<file path="src/rtl/pwm_decode_if.sv">
// Pin-side bundle for the PWM duty decoder: two PWM channels in, recovered duty out.
// Channels are raw pins (asynchronous); duty/duty_vld/err are registered strobes.
interface pwm_decode_if #(
    parameter int MAGW = 13
);
    logic            CH_A;
    logic            CH_B;
    logic [MAGW:0]   duty;
    logic            duty_vld;
    logic            err;

    modport master (
        output CH_A,
        output CH_B,
        input  duty,
        input  duty_vld,
        input  err
    );

    modport slave (
        input  CH_A,
        input  CH_B,
        output duty,
        output duty_vld,
        output err
    );
endinterface

</file>
<file path="src/rtl/pwm_decode.sv">
// Recovers signed duty from CH_A (+) / CH_B (-) PWM pins by timing each high pulse.
// Latency: duty_vld on the 3rd clk edge counting the edge that first samples the fall (2 sync + 1 register).
// Backpressure: none; duty_vld/err are single-cycle strobes, duty holds until the next strobe.
module pwm_decode #(
    parameter int PERIOD = 8192,
    parameter int MAGW   = 13
) (
    input  logic          clk,
    input  logic          rst,
    pwm_decode_if.slave   pin
);
    localparam int DW = MAGW + 1;
    localparam int IW = $clog2(PERIOD);
    localparam logic [MAGW-1:0] WMAX = {MAGW{1'b1}};

    typedef enum logic [1:0] {LOW, HIGH_A, HIGH_B, STUCK} state_t;

    state_t          state_q, state_d;
    logic            a_s1_q, a_s1_d, a_s_q, a_s_d, a_d_q, a_d_d;
    logic            b_s1_q, b_s1_d, b_s_q, b_s_d, b_d_q, b_d_d;
    logic [MAGW-1:0] wcnt_q, wcnt_d;
    logic [IW-1:0]   icnt_q, icnt_d;
    logic [DW-1:0]   duty_q, duty_d;
    logic            duty_vld_q, duty_vld_d;
    logic            err_q, err_d;

    logic            a_rise, b_rise;

    assign a_rise = a_s_q & ~a_d_q;
    assign b_rise = b_s_q & ~b_d_q;

    always_comb begin
        state_d    = state_q;
        wcnt_d     = wcnt_q;
        icnt_d     = icnt_q;
        duty_d     = duty_q;
        duty_vld_d = 1'b0;
        err_d      = 1'b0;
        a_s1_d     = pin.CH_A;
        a_s_d      = a_s1_q;
        a_d_d      = a_s_q;
        b_s1_d     = pin.CH_B;
        b_s_d      = b_s1_q;
        b_d_d      = b_s_q;

        case (state_q)
            LOW: begin
                icnt_d = icnt_q + IW'(1);
                if (a_s_q && b_s_q) begin
                    err_d = 1'b1;
                end else if (a_rise) begin
                    state_d = HIGH_A;
                    wcnt_d  = MAGW'(1);
                    icnt_d  = '0;
                end else if (b_rise) begin
                    state_d = HIGH_B;
                    wcnt_d  = MAGW'(1);
                    icnt_d  = '0;
                end else if (icnt_q == IW'(PERIOD - 1)) begin
                    // Zero duty produces no pulses at all, so silence must report 0.
                    duty_d     = '0;
                    duty_vld_d = 1'b1;
                    icnt_d     = '0;
                end
            end
            HIGH_A: begin
                icnt_d = icnt_q + IW'(1);
                if (b_s_q) begin
                    err_d   = 1'b1;
                    state_d = STUCK;
                end else if (!a_s_q) begin
                    duty_d     = {1'b0, wcnt_q};
                    duty_vld_d = 1'b1;
                    state_d    = LOW;
                end else if (wcnt_q == WMAX) begin
                    duty_d     = {1'b0, WMAX};
                    duty_vld_d = 1'b1;
                    state_d    = STUCK;
                end else begin
                    wcnt_d = wcnt_q + MAGW'(1);
                end
            end
            HIGH_B: begin
                icnt_d = icnt_q + IW'(1);
                if (a_s_q) begin
                    err_d   = 1'b1;
                    state_d = STUCK;
                end else if (!b_s_q) begin
                    duty_d     = DW'(0) - {1'b0, wcnt_q};
                    duty_vld_d = 1'b1;
                    state_d    = LOW;
                end else if (wcnt_q == WMAX) begin
                    duty_d     = DW'(0) - {1'b0, WMAX};
                    duty_vld_d = 1'b1;
                    state_d    = STUCK;
                end else begin
                    wcnt_d = wcnt_q + MAGW'(1);
                end
            end
            STUCK: begin
                // Silence timing restarts once the pins are released.
                icnt_d = '0;
                if (!a_s_q && !b_s_q) begin
                    state_d = LOW;
                end
            end
            default: begin
                state_d = LOW;
            end
        endcase
    end

    always_ff @(posedge clk) begin
        if (rst) begin
            state_q    <= LOW;
            wcnt_q     <= '0;
            icnt_q     <= '0;
            duty_q     <= '0;
            duty_vld_q <= 1'b0;
            err_q      <= 1'b0;
            a_s1_q     <= 1'b0;
            a_s_q      <= 1'b0;
            a_d_q      <= 1'b0;
            b_s1_q     <= 1'b0;
            b_s_q      <= 1'b0;
            b_d_q      <= 1'b0;
        end else begin
            state_q    <= state_d;
            wcnt_q     <= wcnt_d;
            icnt_q     <= icnt_d;
            duty_q     <= duty_d;
            duty_vld_q <= duty_vld_d;
            err_q      <= err_d;
            a_s1_q     <= a_s1_d;
            a_s_q      <= a_s_d;
            a_d_q      <= a_d_d;
            b_s1_q     <= b_s1_d;
            b_s_q      <= b_s_d;
            b_d_q      <= b_d_d;
        end
    end

    assign pin.duty     = duty_q;
    assign pin.duty_vld = duty_vld_q;
    assign pin.err      = err_q;
endmodule

</file>
<file path="src/flat_wrapper.sv">
// flat-port wrapper written by rule: the top's interface ports become plain ports
module pwm_decode_flat 
#(
    parameter int PERIOD = 8192,
    parameter int MAGW   = 13
)
  (clk, rst, pin_CH_A, pin_CH_B, pin_duty, pin_duty_vld, pin_err);
  pwm_decode_if #(.MAGW(MAGW)) pin_i ();
  input  logic clk;
  input  logic rst;
  input wire logic [$bits(pin_i.CH_A)-1:0] pin_CH_A;
  input wire logic [$bits(pin_i.CH_B)-1:0] pin_CH_B;
  output wire logic [$bits(pin_i.duty)-1:0] pin_duty;
  output wire logic [$bits(pin_i.duty_vld)-1:0] pin_duty_vld;
  output wire logic [$bits(pin_i.err)-1:0] pin_err;
  assign pin_i.CH_A = pin_CH_A;
  assign pin_i.CH_B = pin_CH_B;
  assign pin_duty = pin_i.duty;
  assign pin_duty_vld = pin_i.duty_vld;
  assign pin_err = pin_i.err;
  pwm_decode #(.PERIOD(PERIOD), .MAGW(MAGW)) u_core (.clk(clk), .rst(rst), .pin(pin_i));
endmodule
</file>
<file path="config.mk">
export PLATFORM = sky130hd
export DESIGN_NAME = pwm_decode_flat
export DESIGN_NICKNAME = d
export VERILOG_FILES = /design/src/rtl/pwm_decode_if.sv /design/src/rtl/pwm_decode.sv /design/src/flat_wrapper.sv
export SDC_FILE = /design/constraint.sdc
export NUM_CORES = 1
export LEC_CHECK = 0
export CAP_MARGIN = 5
export CORE_UTILIZATION = 50
export CTS_BUF_LIST = sky130_fd_sc_hd__clkbuf_4 sky130_fd_sc_hd__clkbuf_8
export CTS_CLUSTER_DIAMETER = 80
export DETAILED_ROUTE_END_ITERATION = 8
export HOLD_SLACK_MARGIN = 0.12
export PLACE_DENSITY_LB_ADDON = 0.3
export SLEW_MARGIN = 20
export SYNTH_ARGS = -nofsm -noshare
export SYNTH_HDL_FRONTEND = slang
export SYNTH_SLANG_ARGS = --single-unit
</file>
<file path="constraint.sdc">
create_clock -name clk -period 3.1 [get_ports clk]
set_input_delay 0.93 -clock clk [delete_from_list [all_inputs] [get_ports clk]]
set_output_delay 0.93 -clock clk [all_outputs]
set_load 0.1 [all_outputs]
</file>
==> results.cfg <==
[run_status]
status = completed

[drt]
wl_mm = 6.52
drc = 0
drt-initial-drc-count = 176
antenna_left = 0
firstDrtPassIters = 5
via_per_inst = 6.16
via_count = 2598
routedWlPerCell_um = 15.5

[place]
hpwlAfterDp_mm = 4.59
routabilityCongestion = 0.891
dpl.cell_count = 414
port_buffers = 19
dp_slack_ps = 623

[flow_run]
maxCapViolCount = 0

[sta]
fin_crit_sh = 0.813
slew_viol_final = 0
max-slew-margin-rel = 0.508
fin_ws_ps = 579
rsz0062_at_grt = false
fmaxAchievable_ghz = 0.397
finalSetupTns_ps = 0
hold_viol_final = 0
finalSetupViolCount = 0
tightest_slew_ps = 731
fin_skew_ps = 6.77
fin_crit_ps = 2520

[setup_path]
cp_slowest_stage_delay_ps = 480
cp_cell_sequence = ha_1 -> and4_1 -> nand4_2 -> a211oi_1 -> nand2_1 -> a32o_1
r2r_start = u_core.wcnt_q[1]$_SDFFE_PP0P_
critPathTopFamily = simple AND/OR/NAND/NOR gates
crit_slowest_cell = dfxtp_1
rr_worst_depth = 6
cp-start-kind = register
path_buf_inv = 0
cp_data_required_time_ps = 3310
r2r_end = u_core.pin.duty[10]$_SDFFE_PP0P_
end_kind = register
cp_max_fo = 13
worstPathArrival_ps = 2730
critical_path_class = reg -> reg
r2r_slack_ps = 580

[finish]
multi_input_area_um2 = 1680
regArea_um2 = 1000
final_util = 0.565
antenna_cells = 0
fill_cells = 516
drive_gt1_frac = 0.120
layout.cells.non_filler = 422
nets = 361
areaGrowthSynthToFinish_pct = 8.94

[die]
die_h_um = 77.6
core-area_um2 = 5510
rows = 27
ioPinCount = 20
die_width_um = 77.6
dieArea_um2 = 6010
initial_utilization = 0.518

[power]
p_per_area_nw_per_um2 = 731
power.leakage_nw = 1.14
vdd_drop_max_mv = 0.505
total_power_mw = 2.27

[logic_synthesis]
synth-simple-area-share = 0.247
synth.cell_area_um2 = 2850
synth_top_area_share = 0.351
synthArstFlopShare = 0
synth_top_family_by_area = compound AO/OA/AOI/OAI gates
synth-edff-count = 0
synth_fa_ha_area_frac = 0.0351
yosys_warnings = 0
synth_seq_area_share = 0.351
yosysTopAreaCell = dfxtp_1
synth-xor-area-share = 0.0368
ys_ff_latch = 50
synth_compound_area_frac = 0.262
synth_ff_type = dfxtp_1
syn-num-nets = 358
ys_types = 58
yosys-mux-area-fraction = 0.00701
syn_inst = 346
synth_top_cells_by_area = dfxtp_1, nor2_1, ha_1, a21oi_1, o21ai_0
avgSynthCellArea_um2 = 8.25

[hold_path]
worstHoldEndpoint = u_core.a_d_d$_SDFF_PP0_
hold_path_class = reg -> reg
min_path_cells = 1
min_from = u_core.a_s1_q$_SDFF_PP0_

[global_routing]
grt_busiest_layer = met2
grt_first_pass_wirelength_mm = 10.9
groute.usage.overall = 0.225
grt_use_met2 = 0.356
met1_usage = 0.315
grt_pass1_vias = 2296
grt_start_max_net_pins = 22
antenna_found_initial = 0
overflow = 0
use_met3 = 0.0353

[cts]
numClockSinks = 50
clk_transition_reported_paths_ps = 100
insertion_delay_ps = 310
clockBufferDepth = 2
cts_root_buffer = clkbuf_8
cts_hold_buf = 0
post-cts-setup-buffers = 0
htree_levels = 2
cts_resized = 0
cts_tree = done
numCtsBuffers = 5
## flip-flops by register name (all words and copies together) (netlist names)
register             count
u_core.wcnt_q           13
u_core.state_q           2
u_core.icnt_q           13
u_core.pin.duty         14
u_core.a_s1_q            1
u_core.a_d_q             1
u_core.b_s1_q            1
u_core.a_d_d             1
u_core.pin.duty_vld      1
u_core.pin.err           1
u_core.b_d_q             1
u_core.b_d_d             1
## kinds of logic (layout without fill, tap and decap cells)
group / Yosys count / after routing
flip-flops: 50 / 50
adder cells (fa/ha/maj): 8 / 8
multiplexers: 2 / 2
AND/OR/NAND/NOR: 131 / 131
XOR/XNOR: 12 / 12
AO/OA/AOI/OAI: 104 / 104
buffers and inverters: 39 / 43
## stage by stage
| stage | hold WS [ps] | cell area, µm² |
|---|---|---|
| after detailed placement | 425 | 3000 |
| after floorplan | 414 | 2850 |
| after global routing | 476 | 3110 |
| after global placement | 425 | 3000 |
| after CTS | 447 | 3110 |
| final | 446 | 3110 |
## worst max path at each step
stage,start,to,slack (ps),depth (start not counted)
global route,u_core.wcnt_q[1]$_SDFFE_PP0P_,u_core.pin.duty[8]$_SDFFE_PP0P_,370,6
CTS,u_core.wcnt_q[1]$_SDFFE_PP0P_,u_core.pin.duty[10]$_SDFFE_PP0P_,600,6
finish,u_core.wcnt_q[1]$_SDFFE_PP0P_,u_core.pin.duty[10]$_SDFFE_PP0P_,580,6
floorplan,u_core.state_q[0]$_SDFFE_PP0P_,u_core.wcnt_q[5]$_SDFFE_PP0P_,980,8
global placement,rst,u_core.pin.duty[6]$_SDFFE_PP0P_,770,6
detailed placement,u_core.wcnt_q[1]$_SDFFE_PP0P_,u_core.pin.duty[10]$_SDFFE_PP0P_,620,6
## routing by layer
layer	routed length [µm]	vias to the layer above
li1	-	1289
met5	0	-
met2	2920	89
met4	87	0
met3	347	12
met1	3170	1208
## Yosys cell counts (6+ instances only)
master	count
nand2_1	19
or4_1	9
nor2_1	32
dfxtp_1	50
o21ai_0	17
nor4_1	7
nor2b_1	7
buf_2	6
nand3_1	14
a31o_2	7
inv_1	11
xnor2_1	9
o31ai_1	9
ha_1	8
a21oi_1	19
clkbuf_1	17
o211ai_1	6
nor3_1	9
## layout make-up
cell class / instances / area share
Clock buffer: 5 / 0.0221
Clock inverter: 3 / 0.0141
Inverter: 11 / 0.0133
Multi-Input combinational cell: 257 / 0.539
Sequential cell: 50 / 0.322
Tap cell: 72 / 0.0290
Timing Repair Buffer: 24 / 0.0604
## power breakdown
part	internal, mW	switching (mW)	leakage [nW]
logic	0.338	0.716	0.674
clock network	0.242	0.231	0.0585
registers	0.690	0.0555	0.405
total	1.27	1.00	1.14
## placed cells by master (no fill, tap or decap), types with 9 or more instances in the layout
| cell type | count |
|---|---|
| nand2_1 | 19 |
| buf_4 | 21 |
| o31ai_1 | 9 |
| a21oi_1 | 19 |
| o21ai_0 | 17 |
| nand3_1 | 14 |
| nor2_1 | 32 |
| xnor2_1 | 9 |
| nor3_1 | 9 |
| inv_1 | 11 |
| dfxtp_1 | 50 |
| or4_1 | 9 |
No activity file was read; power rests on OpenSTA's default activity.
==> edit 1, RTL diff (config.mk and constraints unchanged) <==
Encoding of `state_t`: now one-hot (4 bits for 4 states).
--- a/src/rtl/pwm_decode.sv
+++ b/src/rtl/pwm_decode.sv
@@ -14,5 +14,5 @@
     localparam logic [MAGW-1:0] WMAX = {MAGW{1'b1}};
 
-    typedef enum logic [1:0] {LOW, HIGH_A, HIGH_B, STUCK} state_t;
+    typedef enum logic [3:0] {LOW = 4'b0001, HIGH_A = 4'b0010, HIGH_B = 4'b0100, STUCK = 4'b1000} state_t;
 
     state_t          state_q, state_d;
Function: same outputs for any inputs over 10 cycles, from zero or initial values and one cycle with rst high; not proved beyond that.
==> edit 1 against the original RTL <==
  * Synthesized area grew 9.1%
  * Sequential cell count grew 2
  * Final area grew 10%
  * Routed wire length grew 17%
  * Critical path depth is the same
  * Worst setup slack lost 0.084 ns
  * Hold slack gained 0.0061 ns
  * Fmax shrank 3.2%
  * Largest cell class unchanged
  * Highest routed layer unchanged
Power is not compared: it rests on default switching activity, and its combinational part moved more than twofold at a synthesized area within 25%.
==> edit 1: results (changes against the original RTL) <==
Synth
  • Warnings from Yosys: 0 (unchanged)
  • Sequential fraction of the synthesis area: 33.44% (-1.6 points)
  • Most common library cells after synthesis: dfxtp_1 (52), nor2_1 (41), a21oi_1 (27), nand2_1 (21)
  • Synth unique cells: 73 (+26%)
  • Post-synth net total: 379 (+5.9%)
  • Top cells by area, synth: dfxtp_1 (33%), nor2_1 (4.9%), a21oi_1 (4.3%)
  • FFs w/ async S/R, synth: 0% (unchanged)

Clock network
  • CTS Buf Count: 5 (unchanged)
  • Clock buffer depth: 2 (unchanged)
  • # resized after CTS: 0 (unchanged)
  • Clock latency on the worst-skew pair: 0.31 ns (about the same)
  • H-tree Lvls: 2 (unchanged)
  • Post-CTS setup buffers: 0 (unchanged)
  • Worst-path clk slew: 0.10 ns (about the same)
  • Root buf cell: clkbuf_8

Worst hold path
  • Hold Path Stages: 1 (unchanged)
  • Hold Path Sink: u_core.a_d_d$_SDFF_PP0_
  • Hold Path Class: register to register
  • Hold Crit Start: u_core.a_s1_q$_SDFF_PP0_

Placed design
  • Placer Congestion: 0.9325 (+4.6%)
  • Worst slack at placement: 0.5092 ns (-0.1139 ns)
  • DP Wirelength: 5236 µm (+14%)
  • I/O Buffers: 19 (unchanged)

Timing
  • Worst slew margin: 37.42% (-13 points)
  • Clk_skew: 0.004186 ns (-0.002585 ns)
  • Tcrit/Tclk final: 84.04% (+2.7 points)

Route
  • Antenna Nets Post-Route: 0 (unchanged)
  • 1st-pass router iterations: 4 (-1)
  • Via-to-Cell Ratio: 6.337 (+2.9%)
  • Iteration-0 DRC count of the detailed router: 178 (+1.1%)
  • Total Wirelength: 7600 µm (+17%)

Final layout
  • Fillers: 546 (+5.8%)
  • Ant diodes: 0 (unchanged)
  • Net count, final: 391 (+8.3%)
  • Layout cells sized above 1: 15.84% (+3.8 points)
  • Flip-flop count of the largest register after layout: 14 (unchanged)

Power
  • Max IR drop VDD: 259.1 µV
  • LEAKAGE: between 0.001 and 0.0015 µW

Global route
  • Largest net degree at the start of global routing: 29 (+32%)
  • Number of global-route vias before repair: 2528 (+10%)
  • Initial antenna violation count: 0 (unchanged)
  • Total GRT Usage: 24.05% (+1.5 points)
  • Total gr overflow: 0 (unchanged)
  • First-pass GRT wire length: 12250 µm (+12%)

Run status
  • Status: completed

Setup path
  • FF-to-FF setup slack: 0.49 ns (-0.08 ns)
  • Critical Path Source: u_core.state_q[2]$_SDFFE_PP0P_
  • Worst r2r src: u_core.state_q[2]$_SDFFE_PP0P_
  • Crit path arrival time: 2.79 ns (+0.06 ns)
  • Worst-path maximum fanout: 16 (+3)
  • Reg-to-Reg End: u_core.icnt_q[1]$_SDFFE_PP0P_
  • Reg2Reg Depth: 6 (unchanged)
edit 1: worst max path at each step:
stage                                           end  depth (start not counted)
global route        u_core.pin.duty[1]$_SDFFE_PP0P_                          7
detailed placement    u_core.icnt_q[1]$_SDFFE_PP0P_                          5
floorplan           u_core.pin.duty[8]$_SDFFE_PP0P_                          6
finish                u_core.icnt_q[1]$_SDFFE_PP0P_                          6
global placement      u_core.icnt_q[1]$_SDFFE_PP0P_                          5
CTS                   u_core.icnt_q[1]$_SDFFE_PP0P_                          6
edit 1: metal layers:
metal	global-route usage, %	vias up	part of all wire [%]
li1	-	1427	-
met1	33.36	1377	48
met2	37.90	96	45
met3	4.494	15	5.2
met4	6.607	0	1.4
met5	0	-	0
edit 1: critical path: stages (launching register included):
cell,delay (ns)
dfxtp_1,0.69
buf_4,0.24
nor4b_2,0.52
nor4_2,0.25
and2_1,0.25
a21oi_2,0.41
nor2_1,0.11
edit 1: area by class of cell:
type	count	area, µm²	area share (%)
Clock buffer	6	76.32	2.225
Inverter	9	33.78	0.9850
Clock inverter	2	35.03	1.022
Multi-Input combinational cell	280	1872	54.58
Tap cell	75	93.84	2.736
Timing Repair Buffer	36	277.8	8.099
Sequential cell	52	1041	30.35
edit 1: where the power goes:
part,total (µW),internal [µW],switching (µW)
combinational,304,93.5,210
clock,482,249,233
sequential,717,692,24.5
edit 1: metrics by stage:
stage | std cells | power, µW | instance area, µm² | hold WS, ns | util (%)
5_1_grt | 460 | 1558 | 3430 | 0.4703 | 57.58
3_3_place_gp | 452 | 1025 | 3318 | 0.4203 | 55.71
2_1_floorplan | 372 | 957.7 | 3113 | 0.4138 | -
3_5_place_dp | 452 | 1032 | 3318 | 0.4326 | 55.71
6_report | 460 | 1503 | 3430 | 0.4518 | 57.58
4_1_cts | 460 | 1515 | 3430 | 0.4554 | 57.58
edit 1: kinds of logic after synthesis:
kind of cell,Yosys count,synth area share [%]
buf+inv,40,6.591
compound gates,103,24.32
simple gates,155,29.02
xor+xnor,17,4.783
fa+ha+maj,3,1.206
mux,2,0.6431
flops,52,33.44
==> edit 2, RTL diff (same settings) <==
Without the edit above. `PERIOD` is set to 8192 in 2 places; all go to 16384.
--- a/src/rtl/pwm_decode.sv
+++ b/src/rtl/pwm_decode.sv
@@ -3,5 +3,5 @@
 // Backpressure: none; duty_vld/err are single-cycle strobes, duty holds until the next strobe.
 module pwm_decode #(
-    parameter int PERIOD = 8192,
+    parameter int PERIOD = 16384,
     parameter int MAGW   = 13
 ) (
--- a/src/flat_wrapper.sv
+++ b/src/flat_wrapper.sv
@@ -2,5 +2,5 @@
 module pwm_decode_flat 
 #(
-    parameter int PERIOD = 8192,
+    parameter int PERIOD = 16384,
     parameter int MAGW   = 13
 )
Function: same outputs for any inputs over 10 cycles, from zero or initial values and one cycle with rst high; that may be too few to reach the edited logic, so the function may still have changed.
==> edit 2 against the original RTL <==
  * Worst setup slack lost 0.11 ns
  * Final area rose by 2.2%
  * Die area up 2.8%
  * Synthesized area is 2.8% higher
  * Highest routed layer unchanged
  * Critical path type unchanged
  * Sequential cell count up 1
  * Routed wire length is 0.49% lower
  * Total power down 0.52%
==> edit 2: results (changes against the original RTL) <==
Synth
  • Syn_area_per_cell: 8.245 µm² (about the same)
  • Mux cell area share after synthesis: 0% (-0.70 points)
  • XOR/XNOR Fraction of Synth Area: 4.177% (+0.49 points)
  • Synth unique cells: 57 (-1.7%)
  • Sequential fraction of the synthesis area: 34.78% (-0.29 points)
  • Post-synthesis adder-cell area fraction: 3.410% (-0.097 points)
  • Most common library cells after synthesis: dfxtp_1 (51), nor2_1 (32), clkbuf_1 (22), a21oi_1 (21)
  • Top cells by area, synth: dfxtp_1 (35%), nor2_1 (4.1%), a21oi_1 (3.6%)
  • Post-synth net total: 368 (+2.8%)

Final layout
  • Fillers: 507 (-1.7%)
  • Layout cells sized above 1: 11.80% (-0.20 points)

Timing
  • Worst slew margin: 32.52% (-18 points)
  • Clk_skew: 0.007314 ns (+0.0005426 ns)

Route
  • Iteration-0 DRC count of the detailed router: 142 (-19%)
  • Met3 wire length: 273 µm (-21%)
  • Met2 Wirelength: 3079 µm (+5.5%)
  • M1 WL: 3076 µm (-2.9%)
  • DR WL/cell: 15.16 µm (-1.9%)
  • Via-to-Cell Ratio: 6.119 (-0.60%)
  • 1st-pass router iterations: 4 (-1)

Power
  • Max IR drop VDD: 476.7 µV (-5.5%)
  • Clock power frac: 20.6% (-0.2 points)
  • Total chip power: 2262 µW (-0.52%)
  • Net switching power: 983.0 µW (-2.0%)
  • LEAKAGE: 0.001109 µW (-2.5%)

Global route
  • First-pass GRT wire length: 10870 µm (-0.31%)
  • Total GRT Usage: 21.93% (-0.58 points)
  • Met2 Usage GRT: 37.65% (+2.1 points)
  • Met3 global-route usage: 4.419% (+0.89 points)
  • Initial antenna violation count: 0 (unchanged)
  • Largest net degree at the start of global routing: 27 (+23%)

Placed design
  • I/O Buffers: 19 (unchanged)
  • Placer Congestion: 0.8574 (-3.8%)
  • DP Wirelength: 4468 µm (-2.7%)
  • Worst slack at placement: 0.5141 ns (-0.1090 ns)
  • Placed cell area: 3065 µm² (+2.3%)
  • Number of placed cells counting well taps: 420 (+1.4%)

Setup path
  • Worst-path maximum fanout: 15 (+2)
  • Critical Path Max Stage Delay: 0.57 ns (+0.09 ns)
  • Slowest cell on the critical path: or4_1

Run status
  • Status: completed
## edit 2: changes by cell type after synthesis, sizes merged, moves of 5 or more
cell / change
nor2b: +5
o41ai: +5
clkbuf: +6
nand4: +5
xor2: +6
## edit 2: final timing paths
check                                              startpoint                              end  slack (ns)
worst max-delay path            u_core.wcnt_q[1]$_SDFFE_PP0P_  u_core.pin.duty[2]$_SDFFE_PP0P_        0.47
worst min-delay path                 u_core.a_s1_q$_SDFF_PP0_          u_core.a_d_d$_SDFF_PP0_        0.46
worst max register to register  u_core.wcnt_q[1]$_SDFFE_PP0P_  u_core.pin.duty[2]$_SDFFE_PP0P_        0.47
worst min register to register       u_core.a_s1_q$_SDFF_PP0_          u_core.a_d_d$_SDFF_PP0_        0.46
## edit 2: final cells by class
class                   count  area (µm²)  area share, %
multi-input cells         263        1733          54.53
flip-flops and latches     51        1021          32.13
repair buffers             23       180.2          5.669
well taps                  72       90.09          2.835
clock buffers               5       68.82          2.165
clock inverters             3       43.79          1.378
inverters                  11       41.29          1.299
